==> src/rtl/instr_fetch.sv <==
// Instruction fetch unit: reads program words over a req/ack handshake and holds them in ir.
// Optional abort-on-timeout for unanswered requests is enabled with `define FETCH_TIMEOUT_EN.
module instr_fetch #(
    parameter int ADDR_W  = 12,
    parameter int DATA_W  = 24,
    parameter int TIMEOUT = 15
) (
    input  logic              clk,
    input  logic              rst,
    input  logic              enable,
    input  logic [ADDR_W-1:0] pc_addr,
    input  logic [DATA_W-1:0] mem_rdata,
    input  logic              mem_ack,
    output logic              mem_req,
    output logic [ADDR_W-1:0] mem_addr,
    output logic [DATA_W-1:0] ir,
    output logic              ir_valid,
    output logic              stall,
`ifdef FETCH_TIMEOUT_EN
    output logic              fetch_err,
`endif
    output logic              is_branch
);

`ifdef FETCH_TIMEOUT_EN
    typedef enum logic [1:0] {IDLE, REQ, DONE, ABORT} state_t;
`else
    typedef enum logic [1:0] {IDLE, REQ, DONE} state_t;
`endif

    state_t            state, state_n;
    logic [ADDR_W-1:0] last_addr, last_addr_n;
    logic              have_ir, have_ir_n;
    logic              gap;          // one-cycle request gap after a discarded response
    logic              ack_ok;
    logic              pc_hit;
    logic              timeout_hit;

`ifdef FETCH_TIMEOUT_EN
    logic [3:0] wait_cnt;
    assign timeout_hit = (state == REQ) && !gap && !mem_ack && (wait_cnt == 4'(TIMEOUT - 1));
`else
    assign timeout_hit = 1'b0;
`endif

    assign ack_ok = (state == REQ) && !gap && mem_ack;
    assign pc_hit = (pc_addr == mem_addr);

    // NOTE: sequential state uses non-blocking assignments so every register samples pre-edge values.
    always_ff @(posedge clk) begin
        if (rst)
            state <= IDLE;
        else if (enable)
            state <= state_n;
    end

    // NOTE: every always_comb output gets a default first so no latch is inferred.
    always_comb begin
        state_n = state;
        case (state)
            IDLE: state_n = REQ;
            REQ: begin
                if (ack_ok && pc_hit)
                    state_n = DONE;
                else if (timeout_hit)
                    state_n = state_t'(2'd3);
            end
            DONE: if (pc_addr != last_addr) state_n = REQ;
            default: state_n = DONE;
        endcase
    end

    always_comb begin
        mem_req   = (state == REQ) && !gap;
        is_branch = (ir[DATA_W-1 -: 12] >= 12'h800) && (ir[DATA_W-1 -: 12] <= 12'h805);
    end

    // Next-cycle view of the held address so stall settles together with ir.
    always_comb begin
        last_addr_n = last_addr;
        have_ir_n   = have_ir;
        if ((ack_ok && pc_hit) || timeout_hit) begin
            last_addr_n = mem_addr;
            have_ir_n   = 1'b1;
        end
    end

    always_ff @(posedge clk) begin
        if (rst) begin
            mem_addr  <= '0;
            ir        <= '0;
            ir_valid  <= 1'b0;
            stall     <= 1'b1;
            last_addr <= '0;
            have_ir   <= 1'b0;
            gap       <= 1'b0;
        end else if (enable) begin
            ir_valid  <= 1'b0;
            gap       <= 1'b0;
            last_addr <= last_addr_n;
            have_ir   <= have_ir_n;
            stall     <= !(have_ir_n && (pc_addr == last_addr_n));
            case (state)
                IDLE: mem_addr <= pc_addr;
                REQ: begin
                    if (ack_ok) begin
                        if (pc_hit) begin
                            ir       <= mem_rdata;
                            ir_valid <= 1'b1;
                        end else begin
                            // PC moved while the fetch was in flight: drop the word, refetch.
                            mem_addr <= pc_addr;
                            gap      <= 1'b1;
                        end
                    end else if (timeout_hit) begin
                        ir       <= '0;
                        ir_valid <= 1'b1;
                    end
                end
                DONE: if (pc_addr != last_addr) mem_addr <= pc_addr;
                default: ;
            endcase
        end
    end

`ifdef FETCH_TIMEOUT_EN
    always_ff @(posedge clk) begin
        if (rst) begin
            wait_cnt  <= '0;
            fetch_err <= 1'b0;
        end else if (enable) begin
            if (state != REQ || ack_ok)
                wait_cnt <= '0;
            else if (!gap)
                wait_cnt <= wait_cnt + 4'd1;
            if (timeout_hit)
                fetch_err <= 1'b1;
        end
    end
`endif

endmodule

==> config.mk <==
export PLATFORM = sky130hd
export DESIGN_NAME = instr_fetch
export DESIGN_NICKNAME = d
export VERILOG_FILES = /design/src/rtl/instr_fetch.sv
export SDC_FILE = /design/constraint.sdc
export NUM_CORES = 1
export LEC_CHECK = 0
export ABC_AREA = 1
export ABC_CLOCK_PERIOD_IN_PS = 3500
export CAP_MARGIN = 20
export CORE_MARGIN = 4
export CORE_UTILIZATION = 50
export DETAILED_ROUTE_END_ITERATION = 10
export DONT_BUFFER_PORTS = 1
export HOLD_SLACK_MARGIN = 0.08
export PLACE_DENSITY_LB_ADDON = 0.15
export SLEW_MARGIN = 30
export SYNTH_ARGS = -nofsm -noshare
export SYNTH_HDL_FRONTEND = slang
export SYNTH_SLANG_ARGS = --single-unit
==> constraint.sdc <==
create_clock -name clk -period 3.5 [get_ports clk]
set_clock_uncertainty 0.2 [all_clocks]
set_input_delay 0.7 -clock clk [delete_from_list [all_inputs] [get_ports clk]]
set_output_delay 0.7 -clock clk [all_outputs]
set_load 0.02 [all_outputs]
==> out/metrics.csv, run 1 <==
stage,metric,value,unit
clocking,Clock Latency Late Sink,310,ps
timing,min Tclk post-route,2520,ps
yosys,syn_nets,430,
floorplanning,IO Pins,80,
run_status,run status,"complete, no violations",
clocking,CTS Buffer Depth,2,
min_path,Worst Hold Path EP,state[1],
timing,RSZ-0062 raised after global routing,false,
min_path,worst hold path class,input pin to flop,
global_route,vias in the first global route,2182,
critical_path,worst path buffer plus inverter count,1,
critical_path,crit path DAT,2530,ps
min_path,Hold Crit Start,rst,
timing,endpoints failing hold,0,
power,Worst IR Drop VDD,289,uV
yosys,share of synthesized flip-flops with an asynchronous set or reset,0,%
clocking,CTS tree,yes,
floorplanning,Die X,81.1,um
yosys,mapped cell area,2670,sq um
min_path,hold path depth,1,
global_route,largest net degree at the start of global routing,51,
critical_path,max incr delay on CP,560,ps
timing,Worst slew margin,63.2,%
cells_and_area,n_diodes,0,
cells_and_area,fill cell total of the finished layout,563,
critical_path,critical path cell sequence,"inv_1, nand2_1, nand2_1, nor2_1, nand2_1, nor2_4, nand3_4, nand2_1, o21ai_1, nand2_1, nand2_1, nor2_1, nand3_1, nand2_1, nand2_1",
global_route,total track usage,20.1,%
critical_path,"CP delay by family, top",simple AND/OR/NAND/NOR gates,
yosys,#FFs+latches synth,54,
yosys,post-synthesis xor/xnor area fraction,3.61,%
yosys,multiplexer share of the synthesized area,0,%
detailed_routing,Routed wire per std cell,13.7,um
yosys,post-synthesis cell count,390,
cells_and_area,register area,1080,sq um
clocking,post-CTS setup buffer count,0,
global_route,first-pass GRT wire length,10400,um
critical_path,peak fanout along the critical path,18,
floorplanning,FP Rows,26,
floorplanning,die height,81.1,um
clocking,"CTS clk-pin slew, worst paths",110,ps
yosys,Adder-Cell Fraction of Synth Area,0,%
yosys,largest family of logic cells by synthesized area,simple AND/OR/NAND/NOR gates,
critical_path,cells on worst reg2reg path,15,
detailed_routing,initial drt markers,207,
timing,TNS Setup,0,ps
critical_path,critical path type,flop to flop,
cells_and_area,"most common cell after layout, fill and taps aside",nand2_1,
detailed_routing,vias per cell,5.24,
yosys,number of synthesized flops with an enable pin,0,
yosys,Most used DFF post-synth,dfxtp_1,
detailed_routing,vias,2385,
yosys,Synth Area in Simple Gates,24.5,%
clocking,root buf cell,clkbuf_8,
cells_and_area,share of cells above drive strength 1,5.97,%
cells_and_area,Area Growth Syn to Fin,5.86,%
timing,Pins Over Slew Limit,0,
job,Max-Cap Viols,0,
floorplanning,die area,6570,sq um
critical_path,Reg-to-Reg End,stall,
clocking,clk sinks,54,
cells_and_area,# nets final,424,
global_route,total congestion overflow,0,
timing,Worst Max-Slew Pin Slew,551,ps
detailed_routing,drt pass-1 iters,4,
critical_path,element type at the critical path end,flop,
detailed_routing,Detail Route Antenna Nets,0,
timing,Tcrit/Tclk final,72.0,%
detailed_routing,# DRC,0,
cells_and_area,footprint of the multi-input gates,1260,sq um
power,leakage,1.16,nW
critical_path,type of origin of the critical path,flop,
clocking,H-tree depth,2,
clocking,CTS buffer count,5,
cells_and_area,"commonest non-fill, non-tap cells in the layout","nand2_1 (71), inv_1 (59), dfxtp_1 (54), nor2_1 (43), a21oi_1 (35)",
timing,endpoints failing setup,0,
yosys,Syn Area/Cell,6.84,sq um
critical_path,WP data required,3510,ps
placed_design,number of buffers added on ports,0,
critical_path,slowest library cell on the worst path,dfxtp_1,
critical_path,RR Startpoint,mem_addr[1],
timing,hold_ws,245,ps
timing,Max Freq,397,MHz
critical_path,cell mode on critical path,nand2_1,
detailed_routing,final wirelength,6240,um
critical_path,R2R setup slack,980,ps
yosys,Compound-Gate Fraction of Synth Area,19.1,%
clocking,hold_buf cts,0,
global_route,initial antenna violation count,0,
yosys,Synth cell types,33,
placed_design,placer congestion estimate,0.896,
yosys,Yosys Warn Count,0,
yosys,sequential-to-total area share from yosys stat,40.5,%
floorplanning,Initial Util,51.9,%
floorplanning,CORE AREA,5140,sq um
power,Power Density,426,nW/um^2
placed_design,hpwl dp,4460,um
clocking,post-cts sizing count,0,
[state kept, by name (all words and copies together) (netlist names)]
register and flops:
have_ir 1, stall 1, mem_addr 12, last_addr 12, ir_valid 1, ir 24
gap 1, state 2
[cell usage after synthesis, types with 6 or more instances]
master	number	area, sq um
inv_1	59	221
nand4_1	11	68.8
o21ai_0	33	165
xnor2_1	6	52.6
a21oi_1	35	175
nand3_1	13	65.1
a211oi_1	6	45.0
o21ai_1	12	60.1
nand2_1	71	267
nor2_1	43	161
clkbuf_1	10	37.5
dfxtp_1	54	1080
[logic make-up (layout without fill, tap and decap cells)]
kind of cell	Yosys count	after routing
xor gates and xnor gates	11	11
and+or+nand+nor	149	149
AOI/OAI and AO/OA	94	94
buffers and inverters	82	77
DFF	54	54
[worst reg2reg max path: cells and delay by family, from the launching register on]
kind                   cells  cell delay (ps)
AND/OR/NAND/NOR           13             1490
flip-flops                 1              560
buffers and inverters      1              110
AO/OA/AOI/OAI              1               70
[how the worst max path moves through the flow]
stage                endpoint  cells after the start        start  slack [ps]
detailed placement      stall                     15   pc_addr[1]         930
global placement        stall                     15   pc_addr[1]         980
finish                  stall                     15  mem_addr[1]         980
CTS                 is_branch                      4       ir[17]         960
floorplan           is_branch                      3       ir[17]        1200
global route            stall                     15  mem_addr[1]         720
[routing by layer]
metal / vias to the layer above / global-route usage, % / routed length [um]
li1: 1244 / - / -
met1: 1053 / 26.4 / 2780
met2: 84 / 31.5 / 2820
met3: 4 / 7.98 / 590
met4: 0 / 3.55 / 40
met5: - / 0 / 0
[report_power, final]
part	internal [mW]	leakage, nW	switching, mW	total, mW
logic	0.0382	0.659	0.0638	0.102
clock network	0.217	0.0587	0.219	0.436
registers	0.628	0.438	0.0358	0.664
[final cells by class]
| cell class | instances | area share [%] |
|---|---|---|
| well taps | 70 | 3.10 |
| inverters | 63 | 8.37 |
| clock buffers | 5 | 2.44 |
| repair buffers | 6 | 1.59 |
| clock inverters | 3 | 1.68 |
| flip-flops and latches | 54 | 38.3 |
| multi-input cells | 254 | 44.6 |
[metrics by stage]
step,power (mW),std cells,setup slack (ps),utilization [%],instance area [sq um]
6_report,1.20,455,979,55.0,2830
5_1_grt,1.27,455,723,55.0,2830
4_1_cts,1.22,455,960,55.0,2830
3_5_place_dp,0.781,447,928,52.7,2710
3_3_place_gp,0.779,447,985,52.7,2710
2_1_floorplan,0.759,390,1200,-,2670
(Power assumes the default switching activity.)
==> inputs of run 2 (changes only) <==
--- a/config.mk
+++ b/config.mk
@@ -6,7 +6,7 @@
 export NUM_CORES = 1
 export LEC_CHECK = 0
 export ABC_AREA = 1
-export ABC_CLOCK_PERIOD_IN_PS = 3500
+export ABC_CLOCK_PERIOD_IN_PS = 2500
 export CAP_MARGIN = 20
 export CORE_MARGIN = 4
 export CORE_UTILIZATION = 50
==> constraint.sdc (replaced) <==
create_clock -name clk -period 2.5 [get_ports clk]
set_clock_uncertainty 0.2 [all_clocks]
set_input_delay 0.5 -clock clk [delete_from_list [all_inputs] [get_ports clk]]
set_output_delay 0.5 -clock clk [all_outputs]
set_load 0.02 [all_outputs]
==> out/metrics.csv, run 2 (same netlist as run 1, synthesis figures left out) <==
stage,metric,value,unit,change
global_route,first-pass GRT wire length,10600,um,+2.0%
detailed_routing,final wirelength,6370,um,+2.1%
clocking,"CTS clk-pin slew, worst paths",100,ps,about the same
timing,RSZ-0062 raised after global routing,false,,
cells_and_area,footprint of the multi-input gates,1260,sq um,unchanged
timing,Worst slew margin,70.8,%,+7.6 points
detailed_routing,# DRC,0,,unchanged
critical_path,crit path DAT,1560,ps,-970 ps
global_route,total congestion overflow,0,,unchanged
power,leakage,1.25,nW,+8.3%
floorplanning,CORE AREA,5140,sq um,unchanged
floorplanning,die height,81.1,um,unchanged
critical_path,Reg-to-Reg End,stall,,
clocking,CTS tree,yes,,
critical_path,R2R setup slack,240,ps,-740 ps
placed_design,placer congestion estimate,0.882,,-1.6%
cells_and_area,Area Growth Syn to Fin,11.8,%,
detailed_routing,initial drt markers,174,,-16%
clocking,root buf cell,clkbuf_8,,
placed_design,hpwl dp,4530,um,+1.5%
min_path,Hold Crit Start,pc_addr[5],,
timing,hold_ws,148,ps,-96.4 ps
cells_and_area,"most common cell after layout, fill and taps aside",nand2_1,,
floorplanning,die area,6570,sq um,unchanged
timing,Max Freq,442,MHz,
floorplanning,Die X,81.1,um,unchanged
min_path,worst hold path class,input pin to flop,,
global_route,total track usage,20.9,%,+0.80 points
floorplanning,IO Pins,80,,unchanged
clocking,clk sinks,54,,unchanged
detailed_routing,Routed wire per std cell,13.4,um,-2.0%
detailed_routing,vias,2445,,+2.5%
detailed_routing,Detail Route Antenna Nets,0,,unchanged
timing,TNS Setup,0,ps,unchanged
floorplanning,Initial Util,51.9,%,unchanged
cells_and_area,register area,1080,sq um,unchanged
job,Max-Cap Viols,0,,unchanged
clocking,Clock Latency Late Sink,310,ps,about the same
timing,min Tclk post-route,2260,ps,
min_path,Worst Hold Path EP,mem_addr[5],,
power,Power Density,567,nW/um^2,+33%
global_route,vias in the first global route,2268,,+3.9%
critical_path,element type at the critical path end,output pin,,
critical_path,type of origin of the critical path,flop,,
cells_and_area,Largest Register,ir,,
timing,Worst Max-Slew Pin Slew,436,ps,-115 ps
cells_and_area,# nets final,444,,+4.7%
timing,endpoints failing setup,0,,unchanged
placed_design,number of buffers added on ports,0,,unchanged
cells_and_area,"commonest non-fill, non-tap cells in the layout","nand2_1 (71), inv_1 (59), dfxtp_1 (54), nor2_1 (43), a21oi_1 (35)",,
cells_and_area,max reg flops,24,,unchanged
floorplanning,FP Rows,26,,unchanged
clocking,H-tree depth,2,,unchanged
power,Worst IR Drop VDD,356,uV,+23%
global_route,initial antenna violation count,0,,unchanged
detailed_routing,drt pass-1 iters,4,,unchanged
detailed_routing,vias per cell,5.16,,-1.6%
timing,endpoints failing hold,0,,unchanged
global_route,largest net degree at the start of global routing,49,,-3.9%
critical_path,RR Startpoint,mem_addr[0],,
timing,Tcrit/Tclk final,90.5,%,
min_path,hold path depth,2,,+1
cells_and_area,fill cell total of the finished layout,512,,-9.1%
cells_and_area,n_diodes,0,,unchanged
cells_and_area,biggest regs,"ir (24), last_addr (12), mem_addr (12)",,
critical_path,WP data required,1800,ps,-1710 ps
run_status,run status,"complete, no violations",,
critical_path,critical path type,flop to output pin,,
critical_path,peak fanout along the critical path,3,,-15
timing,Pins Over Slew Limit,0,,unchanged
clocking,CTS Buffer Depth,2,,unchanged
critical_path,cells on worst reg2reg path,15,,unchanged
cells_and_area,share of cells above drive strength 1,9.90,%,+3.9 points
clocking,CTS buffer count,5,,unchanged
## run 2: changes by cell type in the layout (fill, tap and decap cells not counted)
cell / change
buf_12: +1
inv_6: -1
dlygate4sd3_1: +2
buf_4: +17
## run 2: layer usage
metal	GRT usage [%]	share of wire [%]	vias to the layer above	wire (um)
met3	7.98	9.1	8	578
li1	-	-	1282	-
met1	26.4	45	1068	2880
met5	0	0	-	0
met4	6.93	1.7	0	108
met2	32.8	44	87	2800
## run 2: layout make-up
type                            count  area share (%)
Multi-Input combinational cell    254            42.2
Sequential cell                    54            36.2
Clock buffer                        5            2.31
Clock inverter                      2            1.30
Inverter                           63            7.92
Timing Repair Buffer               26            7.13
Tap cell                           70            2.94
## run 2: worst max-delay path: stages, from the launching register on
cell	delay [ps]
dfxtp_1	400
nor4_1	330
o2111ai_1	150
nor4_1	190
buf_4	190
## run 2: per-stage QoR
step	total power [mW]	instances	util, %	cell area (sq um)	setup slack, ps
2_1_floorplan	1.06	390	-	2670	396
4_1_cts	1.72	470	57.5	2950	159
3_5_place_dp	1.12	461	55.0	2830	128
3_3_place_gp	1.12	461	55.0	2830	172
6_report	1.69	474	58.1	2980	236
5_1_grt	1.78	474	58.1	2980	9.81
## run 2: worst max-delay path by stage
stage                           start        end  slack [ps]  cells past startpoint
after detailed placement  pc_addr[11]      stall         130                     15
after global routing      mem_addr[0]      stall          10                     15
final                          ir[17]  is_branch         240                      4
after floorplan                ir[17]  is_branch         400                      3
after CTS                 mem_addr[0]      stall         160                     15
after global placement     pc_addr[8]      stall         170                     15
## run 2: what timing repair did
item,in CTS,in global routing
hold buffers,2,0
resized for setup,0,0
setup endpoints to repair,0,1
buffers inserted,0,4
endpoints found under the hold margin,11,0
## run 2: power breakdown
group | switching (mW) | internal (mW)
clock | 0.288 | 0.295
combinational | 0.127 | 0.0809
sequential | 0.0218 | 0.880
==> inputs of run 3 (changes only) <==
--- a/config.mk
+++ b/config.mk
@@ -8,13 +8,11 @@
 export ABC_AREA = 1
 export ABC_CLOCK_PERIOD_IN_PS = 2500
 export CAP_MARGIN = 20
-export CORE_MARGIN = 4
 export CORE_UTILIZATION = 50
 export DETAILED_ROUTE_END_ITERATION = 10
 export DONT_BUFFER_PORTS = 1
 export HOLD_SLACK_MARGIN = 0.08
 export PLACE_DENSITY_LB_ADDON = 0.15
-export SLEW_MARGIN = 30
 export SYNTH_ARGS = -nofsm -noshare
 export SYNTH_HDL_FRONTEND = slang
 export SYNTH_SLANG_ARGS = --single-unit
==> out/metrics.csv, run 3 (same netlist as run 1, synthesis figures left out) <==
stage,metric,value,unit,change
timing,Worst slew margin,70.6,%,-0.29 points
critical_path,RR Startpoint,mem_addr[1],,
clocking,CTS tree,yes,,
global_route,largest net degree at the start of global routing,51,,+4.1%
global_route,met3 usage in global routing,5.76,%,-2.2 points
power,Tot Pwr,1.66,mW,-2.1%
cells_and_area,Area Growth Syn to Fin,10.3,%,
cells_and_area,Largest Register,ir,,
timing,endpoints failing hold,0,,unchanged
min_path,Hold Crit Start,enable,,
detailed_routing,Detail Route Antenna Nets,0,,unchanged
placed_design,dpl ws,251,ps,+122 ps
clocking,H-tree depth,2,,unchanged
min_path,Worst Hold Path EP,ir_valid,,
timing,Pins Over Slew Limit,0,,unchanged
clocking,post-cts sizing count,0,,unchanged
global_route,vias in the first global route,2258,,-0.44%
global_route,first-pass GRT wire length,10100,um,-4.2%
global_route,M2 GR Usage,39.9,%,+7.2 points
placed_design,placer congestion estimate,0.962,,+9.2%
floorplanning,die area,5630,sq um,-14%
detailed_routing,vias per cell,5.22,,+1.3%
detailed_routing,vias,2466,,+0.86%
timing,TNS Setup,0,ps,unchanged
cells_and_area,n_diodes,0,,unchanged
clocking,CTS buffer count,5,,unchanged
min_path,hold path depth,3,,+1
detailed_routing,initial drt markers,132,,-24%
cells_and_area,# nets final,441,,-0.68%
placed_design,placed cell count,462,,+0.22%
floorplanning,IO Pins,80,,unchanged
clocking,CTS Buffer Depth,2,,unchanged
detailed_routing,final wirelength,6410,um,+0.64%
timing,final worst slack,228,ps,-8.14 ps
critical_path,R2R setup slack,260,ps,+20 ps
critical_path,cells on worst reg2reg path,14,,-1
global_route,initial antenna violation count,0,,unchanged
critical_path,Reg-to-Reg End,mem_addr[1],,
critical_path,type of origin of the critical path,flop,,
cells_and_area,Layout Utilization,57.3,%,-0.78 points
clocking,root buf cell,clkbuf_8,,
timing,Worst Max-Slew Pin Slew,440,ps,+4.26 ps
floorplanning,CORE AREA,5140,sq um,unchanged
floorplanning,Die X,75.1,um,-7.4%
cells_and_area,"commonest non-fill, non-tap cells in the layout","nand2_1 (71), inv_1 (59), dfxtp_1 (54), nor2_1 (43), a21oi_1 (35)",,
global_route,met1 usage,30.0,%,+3.6 points
placed_design,number of buffers added on ports,0,,unchanged
clocking,clk sinks,54,,unchanged
power,leakage,1.24,nW,-1.3%
run_status,run status,"complete, no violations",,
critical_path,WP data required,1800,ps,about the same
timing,Max Freq,440,MHz,-0.36%
floorplanning,Initial Util,51.9,%,unchanged
timing,RSZ-0062 raised after global routing,false,,
detailed_routing,Routed wire per std cell,13.6,um,+1.1%
critical_path,peak fanout along the critical path,3,,unchanged
power,Worst IR Drop VDD,322,uV,-9.5%
placed_design,hpwl dp,4590,um,+1.2%
floorplanning,die height,75.1,um,-7.4%
global_route,total track usage,23.8,%,+2.9 points
cells_and_area,register area,1080,sq um,unchanged
clocking,"CTS clk-pin slew, worst paths",100,ps,about the same
floorplanning,FP Rows,26,,unchanged
critical_path,crit path DAT,1570,ps,about the same
critical_path,critical path type,flop to output pin,,
cells_and_area,share of cells above drive strength 1,9.45,%,-0.45 points
global_route,total congestion overflow,0,,unchanged
detailed_routing,drt pass-1 iters,4,,unchanged
critical_path,element type at the critical path end,output pin,,
cells_and_area,fill cell total of the finished layout,535,,+4.5%
timing,Tcrit/Tclk final,90.9,%,+0.33 points
power,Power Density,563,nW/um^2,-0.76%
cells_and_area,biggest regs,"ir (24), last_addr (12), mem_addr (12)",,
detailed_routing,# DRC,0,,unchanged
global_route,busiest layer in global routing,met2,,
timing,min Tclk post-route,2270,ps,+8.14 ps
cells_and_area,Non-Filler Instances,472,,-0.42%
job,Max-Cap Viols,0,,unchanged
cells_and_area,max reg flops,24,,unchanged
clocking,Clock Latency Late Sink,310,ps,about the same
cells_and_area,"most common cell after layout, fill and taps aside",nand2_1,,
min_path,worst hold path class,input pin to flop,,
cells_and_area,footprint of the multi-input gates,1260,sq um,unchanged
timing,endpoints failing setup,0,,unchanged
-- run 3: per-stage QoR --
| step | hold slack, ps | instance area (sq um) |
|---|---|---|
| 4_1_cts | 139 | 2940 |
| 2_1_floorplan | 236 | 2670 |
| 5_1_grt | 151 | 2940 |
| 3_5_place_dp | 252 | 2820 |
| 3_3_place_gp | 250 | 2820 |
| 6_report | 145 | 2940 |
-- run 3: layout make-up --
cell class	instances	area share [%]
clock inverters	2	0.680
multi-input cells	254	42.8
inverters	63	8.03
well taps	70	2.97
clock buffers	6	2.80
flip-flops and latches	54	36.7
repair buffers	23	6.03
-- run 3: critical path, cell delays in order (launching register included) --
cell and delay, ps:
dfxtp_1 400, nor4_1 330, o2111ai_1 150, nor4_1 190, buf_4 190
-- run 3: worst max path at each step --
stage / start / end / slack (ps) / cells after the start
after floorplan: ir[17] / is_branch / 400 / 3
after global placement: pc_addr[2] / stall / 270 / 13
after detailed placement: pc_addr[2] / stall / 250 / 12
after CTS: ir[17] / is_branch / 170 / 4
after global routing: mem_addr[1] / ir[8] / 20 / 11
final: ir[17] / is_branch / 230 / 4
-- run 3: routing by layer --
metal | part of all wire [%] | vias to the layer above | wire length, um
met4 | 2.3 | 0 | 150
met2 | 45 | 100 | 2870
met1 | 45 | 1076 | 2880
li1 | - | 1278 | -
met5 | 0 | - | 0
met3 | 8.0 | 12 | 510
-- run 3: repair_timing --
| item | CTS | global route |
|---|---|---|
| setup buffers | 0 | 0 |
| hold buffers | 2 | 0 |
| endpoints found under the hold margin | 11 | 0 |
-- run 3: power breakdown --
part | switching (mW) | internal (mW)
Clock | 0.311 | 0.236
Combinational | 0.128 | 0.0780
Sequential | 0.0231 | 0.880
